## config.mk

```make
export PLATFORM = sky130hd
export DESIGN_NAME = uint16_calc_keypad_controller
export DESIGN_NICKNAME = d
export VERILOG_FILES = /design/src/rtl/uint16_calc_keypad_controller_pkg.sv /design/src/rtl/uint16_calc_keypad_controller_accumulator.sv /design/src/rtl/uint16_calc_keypad_controller.sv
export SDC_FILE = /design/constraint.sdc
export NUM_CORES = 1
export LEC_CHECK = 0
export ABC_AREA = 0
export CAP_MARGIN = 20
export CORE_ASPECT_RATIO = 0.8
export CORE_MARGIN = 2
export CORE_UTILIZATION = 50
export DETAILED_ROUTE_END_ITERATION = 10
export PLACE_DENSITY = 0.76
export SYNTH_ARGS = -nofsm -noshare
export SYNTH_HDL_FRONTEND = slang
export SYNTH_SLANG_ARGS = --single-unit
```

## constraint.sdc

```tcl
create_clock -name clk -period 10.5 [get_ports clk]
set_input_delay 2.1 -clock clk [delete_from_list [all_inputs] [get_ports clk]]
set_output_delay 2.1 -clock clk [all_outputs]
set_load 0.01 [all_outputs]
```

## src/rtl/uint16_calc_keypad_controller_pkg.sv

```systemverilog
// Shared types for the keypad front end of the 16-bit calculator:
// key codes, controller states and the one-hot operation encoding.
package uint16_calc_keypad_controller_pkg;

   typedef logic [3:0] KeyCode;

   localparam KeyCode KEY_ADD = 4'd10;
   localparam KeyCode KEY_SUB = 4'd11;
   localparam KeyCode KEY_MUL = 4'd12;
   localparam KeyCode KEY_DIV = 4'd13;
   localparam KeyCode KEY_EQ  = 4'd14;
   localparam KeyCode KEY_CLR = 4'd15;

   typedef enum logic [1:0] {ENTER_A, ENTER_B, EXEC, ERROR} CalcState;

   // Bit order {add, subtract, divide, multiply} matches the calculator op lines.
   typedef enum logic [3:0] {
      OP_NONE = 4'b0000,
      OP_ADD  = 4'b1000,
      OP_SUB  = 4'b0100,
      OP_DIV  = 4'b0010,
      OP_MUL  = 4'b0001
   } CalcOp;

   function automatic CalcOp key_to_op(input KeyCode k);
      case (k)
         KEY_ADD: return OP_ADD;
         KEY_SUB: return OP_SUB;
         KEY_MUL: return OP_MUL;
         KEY_DIV: return OP_DIV;
         default: return OP_NONE;
      endcase
   endfunction

endpackage

```

## src/rtl/uint16_calc_keypad_controller_accumulator.sv

```systemverilog
// Decimal digit entry step: acc*10 + d, evaluated 20 bits wide so that
// anything past 65535 is flagged rather than wrapped.
module uint16_decimal_accumulator (
   input  logic [15:0] acc,
   input  logic [3:0]  digit,
   output logic [15:0] next,
   output logic        overflow
);
   logic [19:0] wide;

   assign wide     = ({4'd0, acc} * 20'd10) + {16'd0, digit};
   assign next     = wide[15:0];
   assign overflow = |wide[19:16];

endmodule

```

## src/rtl/uint16_calc_keypad_controller.sv

```systemverilog
// Keypad-to-calculator controller: builds operands from digit keys, issues
// one-cycle operations to the combinational calculator and holds the display.
module uint16_calc_keypad_controller
   import uint16_calc_keypad_controller_pkg::*;
#(
   parameter bit DIV_ZERO_IS_ERROR = 1'b1
) (
   input  logic        clk,
   input  logic        rst_n,
   input  logic        key_valid,
   input  logic [3:0]  key_code,
   output logic        key_ready,
   output logic [15:0] calc_a,
   output logic [15:0] calc_b,
   output logic        calc_add,
   output logic        calc_subtract,
   output logic        calc_divide,
   output logic        calc_multiply,
   input  logic [15:0] calc_result,
   input  logic        calc_invalid,
   output logic [15:0] display,
   output logic        error
);

   CalcState    state_q, state_d;
   CalcOp       op_q, op_d, pend_q, pend_d;
   logic [15:0] a_q, a_d, b_q, b_d, disp_q, disp_d;
   logic        fresh_q, fresh_d, bent_q, bent_d, chain_q, chain_d;

   logic        accept, is_digit, is_op, div0, do_err, do_clear, in_exec;
   logic [15:0] acc_in, acc_next;
   logic        acc_ovf;

   // A fresh A entry (after equals) restarts from zero instead of extending the result.
   assign acc_in = (state_q == ENTER_B) ? b_q : (fresh_q ? 16'd0 : a_q);

   uint16_decimal_accumulator u_acc (
      .acc      (acc_in),
      .digit    (key_code),
      .next     (acc_next),
      .overflow (acc_ovf)
   );

   assign in_exec   = (state_q == EXEC);
   assign key_ready = !in_exec;
   assign accept    = key_valid && key_ready;
   assign is_digit  = (key_code <= 4'd9);
   assign is_op     = (key_code >= KEY_ADD) && (key_code <= KEY_DIV);
   assign div0      = DIV_ZERO_IS_ERROR && (op_q == OP_DIV) && (b_q == 16'd0);

   always_comb begin
      state_d  = state_q;
      op_d     = op_q;
      pend_d   = pend_q;
      a_d      = a_q;
      b_d      = b_q;
      disp_d   = disp_q;
      fresh_d  = fresh_q;
      bent_d   = bent_q;
      chain_d  = chain_q;
      do_err   = 1'b0;
      do_clear = 1'b0;

      case (state_q)
         ENTER_A: if (accept) begin
            if (key_code == KEY_CLR) do_clear = 1'b1;
            else if (is_digit) begin
               if (acc_ovf) do_err = 1'b1;
               else begin
                  a_d     = acc_next;
                  disp_d  = acc_next;
                  fresh_d = 1'b0;
               end
            end else if (is_op) begin
               op_d    = key_to_op(key_code);
               b_d     = 16'd0;
               bent_d  = 1'b0;
               state_d = ENTER_B;
            end
         end
         ENTER_B: if (accept) begin
            if (key_code == KEY_CLR) do_clear = 1'b1;
            else if (is_digit) begin
               if (acc_ovf) do_err = 1'b1;
               else begin
                  b_d    = acc_next;
                  disp_d = acc_next;
                  bent_d = 1'b1;
               end
            end else if (is_op && !bent_q) op_d = key_to_op(key_code);
            else if (bent_q) begin
               // Op or equals with a complete B operand: execute, unless it is x/0.
               if (div0) do_err = 1'b1;
               else begin
                  chain_d = is_op;
                  pend_d  = key_to_op(key_code);
                  state_d = EXEC;
               end
            end
         end
         EXEC: begin
            if (calc_invalid) do_err = 1'b1;
            else begin
               a_d    = calc_result;
               disp_d = calc_result;
               if (chain_q) begin
                  op_d    = pend_q;
                  b_d     = 16'd0;
                  bent_d  = 1'b0;
                  state_d = ENTER_B;
               end else begin
                  fresh_d = 1'b1;
                  state_d = ENTER_A;
               end
            end
         end
         ERROR: if (accept && (key_code == KEY_CLR)) do_clear = 1'b1;
         default: state_d = ENTER_A;
      endcase

      if (do_err) begin
         state_d = ERROR;
         disp_d  = 16'd0;
      end
      if (do_clear) begin
         state_d = ENTER_A;
         op_d    = OP_NONE;
         pend_d  = OP_NONE;
         a_d     = 16'd0;
         b_d     = 16'd0;
         disp_d  = 16'd0;
         fresh_d = 1'b0;
         bent_d  = 1'b0;
         chain_d = 1'b0;
      end
   end

   always_ff @(posedge clk) begin
      if (!rst_n) begin
         state_q <= ENTER_A;
         op_q    <= OP_NONE;
         pend_q  <= OP_NONE;
         a_q     <= 16'd0;
         b_q     <= 16'd0;
         disp_q  <= 16'd0;
         fresh_q <= 1'b0;
         bent_q  <= 1'b0;
         chain_q <= 1'b0;
      end else begin
         state_q <= state_d;
         op_q    <= op_d;
         pend_q  <= pend_d;
         a_q     <= a_d;
         b_q     <= b_d;
         disp_q  <= disp_d;
         fresh_q <= fresh_d;
         bent_q  <= bent_d;
         chain_q <= chain_d;
      end
   end

   assign calc_a        = in_exec ? a_q : 16'd0;
   assign calc_b        = in_exec ? b_q : 16'd0;
   assign calc_add      = in_exec && op_q[3];
   assign calc_subtract = in_exec && op_q[2];
   assign calc_divide   = in_exec && op_q[1];
   assign calc_multiply = in_exec && op_q[0];
   assign display       = disp_q;
   assign error         = (state_q == ERROR);

endmodule
```

Word level (Yosys, flattened, before mapping)

Cells that the tools add are included.

Register bits: 61
Input port bits: 24
Output and inout port bits: 54

Add/sub/neg operators: 1
Multipliers: 1
Magnitude comparators: 3
Eq/ne operators: 39
Multiplexer cells: 78
Bitwise gates (word level): 5
Reductions and logical operators: 28

Operators by type and width:

| operator              | number |
|---|---|
| $mux 16               | 15 |
| $pmux 16 s2           | 2 |
| $pmux 16 s3           | 1 |
| $mux 4                | 10 |
| $ne 3x3->1 const B    | 11 |
| $ne 2x2->1 const B    | 16 |
| $mux 1                | 31 |
| $mux 2                | 12 |
| $reduce_and 11->1     | 2 |
| $add 20x4->20         | 1 |
| $eq 4x4->1 const B    | 5 |
| $mul 16x3->19 const B | 1 |
| $logic_not 16->1      | 1 |
| $pmux 4 s4            | 1 |
| $reduce_and 7->1      | 2 |
| $pmux 4 s3            | 1 |
| $reduce_and 12->1     | 1 |
| $reduce_and 6->1      | 2 |
| $logic_and 1x1->1     | 9 |
| $le 4x4->1 const B    | 2 |
| $ne 2x1->1 const B    | 3 |
| $pmux 1 s3            | 2 |
| $pmux 2 s3            | 1 |
| $not 1->1             | 5 |
| other kinds (13)      | 18 |

Depth between registers and ports, before layout

Word-level depth: 12
Gate-level depth with buffers: 20
Depth with buffers taken out: 17

Modules after synthesis

From an unflattened synthesis, not the netlist that was laid out.

Cell total of the unflattened synthesis: 591
Area, all modules: 4777.1 µm²

Modules (own cells, without submodules):

| module                        | instances | cells each | area an instance (µm²) | sequential area each (µm²) |
|---|---|---|---|---|
| uint16_calc_keypad_controller | 1         | 402        | 3318.2                 | 1221.2 |
| uint16_decimal_accumulator    | 1         | 189        | 1458.9                 | 0.0 |

Least setup slack after synthesis

OpenSTA, ideal clock, no wires.

Kind: reg2reg
Start: reg state_q[0]
End: reg b_q[11]
Library setup time: 0.117 ns
Arrival: 5.405 ns
Data required time: 10.383 ns
Setup slack: 4.978 ns
Cell stages (with the launch flop): 20
Path buffers: 4
Cell sequence: dfxtp_1 -> clkbuf_1 -> inv_1 -> nor2_1 -> clkbuf_1 -> buf_1 -> o21ai_0 -> ha_1 -> ha_1 -> fa_1 -> a21o_1 -> a221oi_1 -> xnor2_1 -> and4b_1 -> nand3_2 -> or4_4 -> a2111oi_4 -> nor3_2 -> buf_6 -> a22o_1

Longest elaborated chain between the ends: 9
Elaborated cells on any way between the ends: 33
Those cells by class: add/sub: 1; mul: 1; eq/ne: 13; mux: 9; reduce/logical: 9

Ends and longest elaborated chain:

| item                   | line                                                                     | RTL |
|---|---|---|
| from (decl)            | uint16_calc_keypad_controller.sv:25                                      | `CalcState state_q, state_d;` |
| from (signal assigned) | uint16_calc_keypad_controller.sv:150                                     | `state_q <= state_d;` |
| $eq 2x1->1             | uint16_calc_keypad_controller.sv:35, uint16_calc_keypad_controller.sv:64 |  |
| $mux 16                | uint16_calc_keypad_controller.sv:35                                      | `assign acc_in = (state_q == ENTER_B) ? b_q : (fresh_q ? 16'd0 : a_q);` |
| $mul 16x3->19          | uint16_calc_keypad_controller_accumulator.sv:11                          | `assign wide = ({4'd0, acc} * 20'd10) + {16'd0, digit};` |
| $add 20x4->20          | uint16_calc_keypad_controller_accumulator.sv:11                          |  |
| $mux 16                | uint16_calc_keypad_controller.sv:84                                      | `if (acc_ovf) do_err = 1'b1;` |
| $mux 16                | uint16_calc_keypad_controller.sv:83                                      | `else if (is_digit) begin` |
| $mux 16                | -                                                                        |  |
| $mux 16                | uint16_calc_keypad_controller.sv:81                                      | `ENTER_B: if (accept) begin` |
| $pmux 16 s3            | uint16_calc_keypad_controller.sv:64                                      | `case (state_q)` |
| to (signal assigned)   | uint16_calc_keypad_controller.sv:144                                     | `b_q <= 16'd0;` |
| to (signal assigned)   | uint16_calc_keypad_controller.sv:154                                     | `b_q <= b_d;` |
| to (decl)              | uint16_calc_keypad_controller.sv:27                                      | `logic [15:0] a_q, a_d, b_q, b_d, disp_q, disp_d;` |

Parallel ways exist; a longest one is shown, timed or not. The select of a mux whose other input is x is not followed.
A chain may end at the register's enable or synchronous reset.

Final worst setup path

Start: reg state_q[0]
End: reg a_q[4]

Longest elaborated chain between the ends: 9
Elaborated cells on any way between the ends: 28
Those cells by class: add/sub: 1; mul: 1; eq/ne: 8; mux: 9; reduce/logical: 9

Ends and longest elaborated chain:

| item                 | line                                                                     | RTL |
|---|---|---|
| $eq 2x1->1           | uint16_calc_keypad_controller.sv:35, uint16_calc_keypad_controller.sv:64 |  |
| $mux 16              | uint16_calc_keypad_controller.sv:35                                      |  |
| $mul 16x3->19        | uint16_calc_keypad_controller_accumulator.sv:11                          |  |
| $add 20x4->20        | uint16_calc_keypad_controller_accumulator.sv:11                          |  |
| $mux 16              | uint16_calc_keypad_controller.sv:68                                      | `if (acc_ovf) do_err = 1'b1;` |
| $mux 16              | -                                                                        |  |
| $mux 16              | uint16_calc_keypad_controller.sv:66                                      | `if (key_code == KEY_CLR) do_clear = 1'b1;` |
| $mux 16              | -                                                                        |  |
| $pmux 16 s2          | uint16_calc_keypad_controller.sv:64                                      |  |
| to (signal assigned) | uint16_calc_keypad_controller.sv:143                                     | `a_q <= 16'd0;` |
| to (signal assigned) | uint16_calc_keypad_controller.sv:153                                     | `a_q <= a_d;` |
| to (decl)            | uint16_calc_keypad_controller.sv:27                                      |  |

Parallel ways exist; a longest one is shown, timed or not. The select of a mux whose other input is x is not followed.

==> results.cfg <==
[floorplanning]
die-area_mm2 = 0.0103
die_w_um = 113
core_area_mm2 = 0.00915
placementRows = 31
die_h_um = 91.3
initial_core_util_pct = 52.1
num_io_pins = 78

[clock_tree]
root_buffer = clkbuf_16
htree_levels = 3
cts.sinks = 61
cts_resized = 0
clk_path_buf_depth = 2
cts_made_buffers = 9
hold_buffers = 0
clkTransAtPathRegs_ps = 50
clkLatencyLatePin_ps = 340
cts_tree = yes
post_cts_buffers = 0

[worst_setup_path]
cp.arrival_ps = 6990
reg2reg_depth = 18
crit_required_ps = 10730
crit_type = register to register
crit_path_start_kind = register
worst-path-max-fanout = 40
end_kind = register

[drt]
wirelength_mm = 15.5
drc = 4
first_pass_iters = 8
post_drt_via_cell_ratio = 6.50
wl_per_cell_um = 19.8
vias = 5073
drtIter0Drc = 608
ant_nets = 0

[global_route]
groute.usage.overall_pct = 30.4
grt_overflow_total = 0
grt_start_max_net_pins = 44
grt_pass1_wl_mm = 24.8
antenna_found_initial = 0
grt_pass1_vias = 4773

[sta]
fin_crit_ps = 6760
rsz0062_at_grt = false
relSlewSlack_pct = 33.3
drv_slew = 0
hold_ws_ps = 456
clock.fmax_mhz = 148
setup_ws_ps = 3740
tns_ps = 0
finalSetupViolCount = 0
hold_violations = 0
worstMarginPinSlew_ps = 1000
fin_crit_sh_pct = 64.4
clock_skew_ps = 6.74

[power_and_ir_drop]
p_leak_nw = 2.47
powerDensity_mw_per_mm2 = 118
fin_total_pwr_mw = 0.701
vdd_ir_drop_max_v = 0.000122

[finish]
num-fill-cells = 778
final_cell_mix = 77 x clkdlybuf4s50_1, 61 x dfxtp_1, 52 x a21oi_1, 49 x nand2_1
stdcell_count = 781
post-route-util_pct = 64.9
final_common_cell = clkdlybuf4s50_1
fin_nets = 710
area_growth_pct = 24.6
antenna_cells = 0
fin_area_mm2 = 0.00594
layout-drive-gt1-share_pct = 6.61

[yosys]
seq_area_frac_synth_pct = 25.6
synthFlopType = dfxtp_1
syn_area_mm2 = 0.00477
yosysWarnings = 0
synth_edf_count = 0
syn_nets = 655
synth_cells = 606
async_reset_ff_share_pct = 0
yosys_register_bits = 61
syn_area_per_cell_um2 = 7.87
ys_types = 68

[hold_path]
holdCritPathClass = register to register
worstHoldPathCells = 2

[placed_design]
dp_slack_ps = 3820
gp_congestion = 0.902
place_inst = 763
port-buffer-count = 77
placed_area_mm2 = 0.00557
hpwl_mm = 11.8

[job]
cap_violations = 0

[outcome]
status = complete, but fails checks
violations = DRC
cell families (layout without fill, tap and decap cells):
family          Yosys count  after routing  share of synthesized area [%]
compound gates          187            187                           28.3
simple gates            241            241                           27.1
buf+inv                  53            113                           4.38
mux                      12             12                           2.60
fa+ha+maj                25             25                           6.88
xor+xnor                 27             27                           5.12
flops                    61             61                           25.6
synth_stat cells, types with 7 or more instances:
cell type	instances	area, um^2
a211oi_1	10	75.1
a21o_1	10	75.1
a21oi_1	52	260
a22o_1	8	70.1
and3_1	40	250
clkbuf_1	35	131
dfxtp_1	61	1220
ha_1	23	288
inv_1	10	37.5
mux2i_1	9	90.1
nand2_1	49	184
nand2b_1	11	68.8
nand3_1	20	100
nand4_1	9	56.3
nor2_1	41	154
nor3_1	19	95.1
nor3b_1	12	90.1
nor4_1	9	56.3
o21a_1	8	60.1
o21ai_0	17	85.1
o21ai_1	13	65.1
o22ai_1	7	43.8
o2bb2ai_1	8	70.1
xnor2_1	15	131
xor2_1	11	96.3
worst paths after layout:
check / from / to / slack [ps]
worst min-delay path: pend_q[1]$_SDFFE_PP0P_ / pend_q[1]$_SDFFE_PP0P_ / 460
worst max register to register: state_q[0]$_SDFFE_PP0P_ / a_q[4]$_SDFFE_PP0P_ / 3740
worst min register to register: pend_q[1]$_SDFFE_PP0P_ / pend_q[1]$_SDFFE_PP0P_ / 460
worst max-delay path: state_q[0]$_SDFFE_PP0P_ / a_q[4]$_SDFFE_PP0P_ / 3740
report_power, final:
part	internal (mW)	leakage [nW]	total (mW)	switching [mW]
sequential	0.239	0.494	0.247	0.00757
clock	0.233	0.172	0.338	0.105
combinational	0.0455	1.80	0.116	0.0705
total	0.518	2.47	0.701	0.183
registers in the layout, summed over array words and instances (netlist names):
| register | cells |
|---|---|
| b_q | 16 |
| bent_q | 1 |
| op_q | 4 |
| chain_q | 1 |
| pend_q | 4 |
| a_q | 16 |
| display | 16 |
| state_q | 2 |
| fresh_q | 1 |
area by class of cell:
class,instances,area [um^2],share of cell area (%)
multi-input cells,492,3340,56.3
flip-flops and latches,61,1220,20.6
inverters,11,41.3,0.695
repair buffers,86,846,14.2
well taps,115,144,2.42
clock inverters,3,65.1,1.10
clock buffers,13,280,4.72
metal layers:
layer | vias up | share of wire (%) | global-route usage [%]
li1 | 2387 | - | -
met1 | 2390 | 44 | 41.2
met2 | 262 | 45 | 46.5
met3 | 34 | 8.4 | 8.54
met4 | 0 | 2.4 | 10.4
met5 | - | 0 | 0
worst max-delay path, cell delays in order, from the launching register on:
cell,delay [ps]
dfxtp_1,540
inv_1,550
nor2_2,530
buf_4,340
nor3b_1,90
a21oi_1,260
inv_1,80
ha_1,300
ha_1,240
fa_1,470
xor2_2,260
o211ai_1,180
nor4_1,580
and4b_1,300
nand3_2,160
or4_4,650
a2111oi_4,670
nor2_4,150
a31o_1,260
Power figures use the tool's default switching activity.
